<file path="src/rtl/pipe_pkg.sv">
// Shared types for the decode-to-execute pipeline boundary.
package pipe_pkg;

  // Packed control bundle as carried from decode into execute.
  typedef struct packed {
    logic       alu_src;
    logic       mem_to_reg;
    logic       reg_write;
    logic       mem_read;
    logic       mem_write;
    logic [1:0] aluop;
  } ctrl_t;

  localparam int CTRL_W = $bits(ctrl_t);

  // Occupancy of the stage: nothing, main register only, main plus skid.
  typedef enum logic [1:0] {
    EMPTY = 2'd0,
    FULL  = 2'd1,
    SKID  = 2'd2
  } skid_state_t;

endpackage

</file>
<file path="src/rtl/pipe_payload_reg.sv">
// Enable-loaded payload register with asynchronous clear; used for both the
// main (output) register and the skid register of the stage.
module pipe_payload_reg #(
  parameter int W = 8
) (
  input  logic         clk,
  input  logic         rst,
  input  logic         en,
  input  logic [W-1:0] d,
  output logic [W-1:0] q
);

  // Load the whole bundle when enabled, otherwise hold.
  // NOTE: payload storage is cleared on reset so the stage never presents
  // X data after power-up, even though ctrl gating would hide it.
  always_ff @(posedge clk or posedge rst) begin
    if (rst) begin
      q <= '0;
    end else if (en) begin
      q <= d;
    end
  end

endmodule

</file>
<file path="src/rtl/pipe_stage_skid.sv">
// Decode-to-execute pipeline stage with valid/ready handshake, a one-entry
// skid behind the output register, synchronous flush and a saturating
// downstream-stall counter.
module pipe_stage_skid #(
  parameter int DATA_W      = 64,
  parameter int REG_ADDR_W  = 5,
  parameter int CTRL_W      = pipe_pkg::CTRL_W,
  parameter int STALL_CNT_W = 16
) (
  input  logic                   clk,
  input  logic                   rst,
  input  logic                   flush,
  input  logic                   in_valid,
  output logic                   in_ready,
  input  logic [CTRL_W-1:0]      ctrl_in,
  input  logic [DATA_W-1:0]      rs1Data_in,
  input  logic [DATA_W-1:0]      rs2Data_in,
  input  logic [REG_ADDR_W-1:0]  rs_in,
  input  logic [REG_ADDR_W-1:0]  rt_in,
  input  logic [REG_ADDR_W-1:0]  rd_in,
  input  logic [DATA_W-1:0]      immediate_in,
  output logic                   out_valid,
  input  logic                   out_ready,
  output logic [CTRL_W-1:0]      ctrl_out,
  output logic [DATA_W-1:0]      rs1Data_out,
  output logic [DATA_W-1:0]      rs2Data_out,
  output logic [REG_ADDR_W-1:0]  rs_out,
  output logic [REG_ADDR_W-1:0]  rt_out,
  output logic [REG_ADDR_W-1:0]  rd_out,
  output logic [DATA_W-1:0]      immediate_out,
  output logic [STALL_CNT_W-1:0] stall_cnt
);

  import pipe_pkg::skid_state_t;
  import pipe_pkg::EMPTY;
  import pipe_pkg::FULL;
  import pipe_pkg::SKID;

  localparam int PAY_W = CTRL_W + 3 * DATA_W + 3 * REG_ADDR_W;

  skid_state_t      state, state_d;
  logic             load_main, load_skid, main_from_skid;
  logic [PAY_W-1:0] in_pay, skid_q, main_d, main_q;
  logic [CTRL_W-1:0] ctrl_q;

  assign in_pay = {ctrl_in, rs1Data_in, rs2Data_in, rs_in, rt_in, rd_in, immediate_in};
  assign main_d = main_from_skid ? skid_q : in_pay;

  pipe_payload_reg #(.W(PAY_W)) u_main (
    .clk (clk),
    .rst (rst),
    .en  (load_main),
    .d   (main_d),
    .q   (main_q)
  );

  pipe_payload_reg #(.W(PAY_W)) u_skid (
    .clk (clk),
    .rst (rst),
    .en  (load_skid),
    .d   (in_pay),
    .q   (skid_q)
  );

  assign {ctrl_q, rs1Data_out, rs2Data_out, rs_out, rt_out, rd_out, immediate_out} = main_q;

  // Handshake outputs are pure decodes of the state register, so in_ready
  // never depends combinationally on out_ready.
  assign in_ready  = (state != SKID);
  assign out_valid = (state == FULL) || (state == SKID);
  assign ctrl_out  = ctrl_q & {CTRL_W{out_valid}};

  // State register.
  // NOTE: sequential state uses non-blocking assignments so every register
  // samples pre-edge values regardless of block evaluation order.
  always_ff @(posedge clk or posedge rst) begin
    if (rst) begin
      state <= EMPTY;
    end else begin
      state <= state_d;
    end
  end

  // Next-state and load decisions; flush overrides every transfer.
  // NOTE: every output of this block gets a default first so no path can
  // leave one unassigned and infer a latch.
  always_comb begin
    state_d        = state;
    load_main      = 1'b0;
    load_skid      = 1'b0;
    main_from_skid = 1'b0;
    if (flush) begin
      state_d = EMPTY;
    end else begin
      case (state)
        EMPTY: begin
          if (in_valid) begin
            load_main = 1'b1;
            state_d   = FULL;
          end
        end
        FULL: begin
          if (out_ready) begin
            if (in_valid) load_main = 1'b1;
            else          state_d   = EMPTY;
          end else if (in_valid) begin
            load_skid = 1'b1;
            state_d   = SKID;
          end
        end
        SKID: begin
          if (out_ready) begin
            load_main      = 1'b1;
            main_from_skid = 1'b1;
            state_d        = FULL;
          end
        end
        default: state_d = EMPTY;
      endcase
    end
  end

  // Count cycles where downstream refuses a valid bundle; stick at all-ones.
  always_ff @(posedge clk or posedge rst) begin
    if (rst) begin
      stall_cnt <= '0;
    end else if (out_valid && !out_ready && (stall_cnt != '1)) begin
      stall_cnt <= stall_cnt + {{(STALL_CNT_W-1){1'b0}}, 1'b1};
    end
  end

endmodule
</file>
<file path="config.mk">
export PLATFORM = sky130hd
export DESIGN_NAME = pipe_stage_skid
export DESIGN_NICKNAME = d
export VERILOG_FILES = /design/src/rtl/pipe_pkg.sv /design/src/rtl/pipe_payload_reg.sv /design/src/rtl/pipe_stage_skid.sv
export SDC_FILE = /design/constraint.sdc
export NUM_CORES = 1
export LEC_CHECK = 0
export BUFFER_PORTS_ARGS = -buffer_cell sky130_fd_sc_hd__buf_2
export CAP_MARGIN = 20
export CORE_ASPECT_RATIO = 1.1
export CORE_MARGIN = 4
export CORE_UTILIZATION = 30
export CTS_BUF_LIST = sky130_fd_sc_hd__clkbuf_16
export DETAILED_ROUTE_END_ITERATION = 12
export GPL_TIMING_DRIVEN = 0
export PLACE_DENSITY = 0.48
export SLEW_MARGIN = 10
export SYNTH_ARGS = -nofsm -noshare
export SYNTH_HDL_FRONTEND = slang
export SYNTH_HIERARCHICAL = 1
export SYNTH_SLANG_ARGS = --single-unit
</file>
<file path="constraint.sdc">
create_clock -name clk -period 8.7 [get_ports clk]
set_input_delay 1.74 -clock clk [delete_from_list [all_inputs] [get_ports clk]]
set_output_delay 1.74 -clock clk [all_outputs]
set_load 0.1 [all_outputs]
</file>
# Word level (Yosys, flattened, before mapping)

Cells that the tools add are included.

Register bits after elaboration: 446
Bits in latches: 0
RAM bits: 0
ROM bits: 0
Bits of input ports: 219
Output and inout bits: 232
Word-level logic and storage cells: 38
Memories kept: 0

Add/sub/neg operators: 1
Multiply operators: 0
Div/mod/pow operators: 0
$lt $le $gt $ge: 0
Eq/ne operators: 8
Shift operators: 0
Multiplexer cells: 18
Bitwise logic cells: 1
Reduce and logical (&&, ||, !) cells: 6

Operators with widths:

| cell                    | count |
|---|---|
| $mux W214               | 1 |
| $add A16 B1 Y16 const B | 1 |
| $ne A16 B16 Y1 const B  | 1 |
| $mux W2                 | 6 |
| $mux W1                 | 9 |
| $ne A4 B4 Y1 const B    | 2 |
| $and A7 B7 Y7           | 1 |
| $ne A3 B3 Y1 const B    | 2 |
| $pmux W2 S3             | 1 |
| $reduce_and A4 Y1       | 1 |
| $pmux W1 S3             | 1 |
| $eq A2 B1 Y1 const B    | 1 |
| $eq A2 B2 Y1 const B    | 1 |
| $logic_and A1 B1 Y1     | 2 |
| $logic_not A2 Y1        | 1 |
| $ne A2 B2 Y1 const B    | 1 |
| $logic_not A1 Y1        | 1 |
| $logic_or A1 B1 Y1      | 1 |

# Logic depth before layout (Yosys ltp)

Depth in word-level cells: 4
Depth in mapped cells: 10
Depth with buffers taken out: 7

# By module

Netlist, hierarchy kept.

By module, submodules not included:

| module           | times used | cells each | area an instance (µm²) | sequential area each (µm²) |
|---|---|---|---|---|
| pipe_payload_reg | 2          | 453        | 8608.3                 | 5355.1 |
| pipe_stage_skid  | 1          | 341        | 4365.4                 | 450.4 |

# Worst setup path before layout

No wires, ideal clock.

Kind: register to output
Start: register state[0]
End: output port ctrl_out[0]
Arrival time: 2.322 ns
Required time: 6.960 ns
Slack: 4.638 ns
Cell stages (with the launch flop): 4
Path buffers: 0
Cell sequence: dfrtp_1 inv_1 ha_1 and2_1

Word-level cells in the longest chain between the ends: 3
Elaborated cells between the ends (all ways): 4
Those cells by class: eq/ne (2); bitwise (1); reduce/logical (1)

Ends and longest elaborated chain:

| element                                      | RTL line              | text |
|---|---|---|
| start: declaration                           | pipe_stage_skid.sv:41 | `skid_state_t state, state_d;` |
| start signal: assignment                     | pipe_stage_skid.sv:80 | `state <= state_d;` |
| $eq A2 B1 Y1 or $eq A2 B2 Y1 (tied branches) | pipe_stage_skid.sv:70 | `assign out_valid = (state == FULL) \|\| (state == SKID);` |
| $logic_or A1 B1 Y1 *                         | pipe_stage_skid.sv:70 |  |
| named net out_valid                          | pipe_stage_skid.sv:22 | `output logic out_valid,` |
| $and A7 B7 Y7 *                              | pipe_stage_skid.sv:71 | `assign ctrl_out = ctrl_q & {CTRL_W{out_valid}};` |
| end: declaration                             | pipe_stage_skid.sv:24 | `output logic [CTRL_W-1:0] ctrl_out,` |

Mark *: on every way through the listed nets, which the timed path passes. The rest lies on a longest branch.

# Worst setup path after layout

Start: register state[0]
End: output port ctrl_out[6]

Word-level cells in the longest chain between the ends: 3
Elaborated cells between the ends (all ways): 4
Those cells by class: eq/ne (2); bitwise (1); reduce/logical (1)

Ends and longest elaborated chain:

| element                                      | RTL line |
|---|---|
| $eq A2 B1 Y1 or $eq A2 B2 Y1 (tied branches) | pipe_stage_skid.sv:70 |
| $logic_or A1 B1 Y1 *                         | pipe_stage_skid.sv:70 |
| $and A7 B7 Y7 *                              | pipe_stage_skid.sv:71 |

Every way passes the cells marked *; elsewhere a longest branch is shown, timed or not.

==> results.json <==
{
  "rsz0062_at_grt": "false",
  "grt_pass1_vias": 13296,
  "finalCriticalPeriod_ns": 4.10,
  "finalCritPeriodShare": 0.471,
  "nets": 1982,
  "worst_pin_slew_ns": 0.724,
  "netlist.area_leader.share": 0.517,
  "ant_nets": 0,
  "cts_max_level": 2,
  "wl_per_cell_um": 21.1,
  "cts_setup_buffers": 0,
  "grt_max_degree": 94,
  "synth_top_family_by_area": "multiplexers",
  "routed_wirelength_um": 57800,
  "ys_top_cells_by_area": "dfrtp_1, mux2_4, mux2_2",
  "synth_cells": 1247,
  "seq_area_frac_synth": 0.517,
  "vias": 12131,
  "cts_buffer_depth": 3,
  "rows": 102,
  "synth_cell_types": 38,
  "crit_type": "reg2out",
  "cts_buffers": 54,
  "cap_violations": 0,
  "multi_input_area_mm2": 0.00963,
  "worst_ep_arrival_time_ns": 2.36,
  "finalCoreUtilization": 0.377,
  "via_per_inst": 4.43,
  "drt-initial-drc-count": 485,
  "finalSetupViolCount": 0,
  "synth_nets": 1472,
  "cts-root-buf": "clkbuf_16",
  "drc_errors": 0,
  "synth-seq-cells": 446,
  "cp-end-kind": "output pin",
  "grt_pass1_wl_um": 86400,
  "synth-simple-area-share": 0.0150,
  "gp_congestion": 0.762,
  "die_area_mm2": 0.0763,
  "synth-xor-area-share": 0.00649,
  "worstSkewPairLatency_ns": 0.58,
  "placed_cells": 2637,
  "dp_slack_ns": 5.06,
  "ctsResizeCount": 0,
  "cp_max_fo": 10,
  "worstPathRequired_ns": 6.96,
  "place_area_mm2": 0.0251,
  "hpwlAfterDp_um": 40900,
  "hold_viol": 0,
  "synth_edf_count": 0,
  "async_reset_ff_frac": 1.00,
  "synth_compound_area_frac": 0.00197,
  "antenna_found_initial": 14,
  "hold_class": "reg2reg",
  "relSlewSlack": 0.517,
  "die_h_um": 289,
  "cts_tree": "done",
  "synth_area_leader_cell": "dfrtp_1",
  "track_usage": 0.146,
  "start_kind": "register",
  "synth_most_common_cell": "mux2_4",
  "gr-total-overflow": 0,
  "portBuffers": 450,
  "firstDrtPassIters": 4,
  "start_util": 0.305,
  "area_growth_pct": 23.7,
  "layout.area.seq_mm2": 0.0112,
  "syn_avg_cell_area_um2": 17.3,
  "finClkSkew_ns": 0.00976,
  "cts.clk_slew.worst_paths_ns": 0.05,
  "die_w_um": 264,
  "stdcell_count": 2738,
  "max_freq_ghz": 0.244,
  "layout-drive-gt1-share": 0.694,
  "hold_buffers": 0,
  "coreArea_mm2": 0.0708,
  "ys_top_cells_by_count": "mux2_4, dfrtp_1, mux2_2",
  "finalInstanceArea_mm2": 0.0267,
  "synth_fa_ha_area_frac": 0.00348,
  "top_level_ports": 451,
  "synth.area.mux_share": 0.419,
  "setup_ws_ns": 4.60,
  "status": "finished clean",
  "synthFlopType": "dfrtp_1",
  "cts.sinks": 446,
  "drv_slew": 0,
  "nFillCells": 6774,
  "netlist_area_mm2": 0.0216,
  "ys.warnings.count": 6
}
==> registers in the layout (all words and copies together) (netlist names) <==
name / flops
u_main/q: 214
u_skid/q: 214
stall_cnt: 16
state: 2
==> logic make-up after synthesis <==
logic type | count (synthesis)
xor gates and xnor gates | 16
AOI/OAI and AO/OA | 5
and+or+nand+nor | 50
adders and majority gates | 6
muxes | 644
DFF | 446
buffers and inverters | 80
==> routing by layer <==
layer,global-route usage,vias up,part of all wire
li1,-,5497,-
met1,0.183,6243,0.42
met2,0.248,293,0.49
met3,0.0451,82,0.064
met4,0.0345,16,0.018
met5,0,-,0.0017
==> layout by cell type, fill, tap and decap left out, drive strengths merged, types with 5 or more instances in the layout <==
cell type and n:
nand3 5, diode 6, clkinv 25, buf 526
nand2 6, nor2 9, and2 7, inv 23
xor2 12, dfrtp 446, clkbuf 54, mux2 643
ha 6, nor4 5
==> final cells by class <==
class | instances | share of cell area
flip-flops and latches | 446 | 0.418
multi-input cells | 721 | 0.361
repair buffers | 454 | 0.0885
clock buffers | 54 | 0.0506
well taps | 936 | 0.0439
plain buffers | 72 | 0.0284
clock inverters | 41 | 0.00736
inverters | 8 | 0.00169
diodes | 6 | 0.000562
==> path summary, 6_finish.rpt <==
check / from / endpoint / slack, ns / cells past startpoint
worst max-delay path: state[0] / ctrl_out[6] / 4.60 / 4
worst min-delay path: stall_cnt[11] / stall_cnt[11] / 0.50 / 1
worst max register to register: state[0] / u_main/q[51] / 6.31 / 8
worst min register to register: stall_cnt[11] / stall_cnt[11] / 0.50 / 1
max in group asynchronous: rst / u_main/q[142] / 6.56 / 3
min in group asynchronous: rst / u_skid/q[17] / 1.18 / 2
==> worst max-delay path, cell delays in order (launching register included) <==
cell and delay [ns]:
dfrtp_1 0.43, inv_1 0.09, ha_1 0.56, and2_1 0.25, buf_2 0.44
==> through the flow <==
step	hold WS [ns]	TNS, ns
2_1_floorplan	0.474	0
3_3_place_gp	0.484	-1451.63
3_5_place_dp	0.481	0
4_1_cts	0.493	0
5_1_grt	0.498	0
6_report	0.495	0
Power is not shown: default switching activity piles up to over one toggle a cycle in this logic, so the estimate is an artifact.
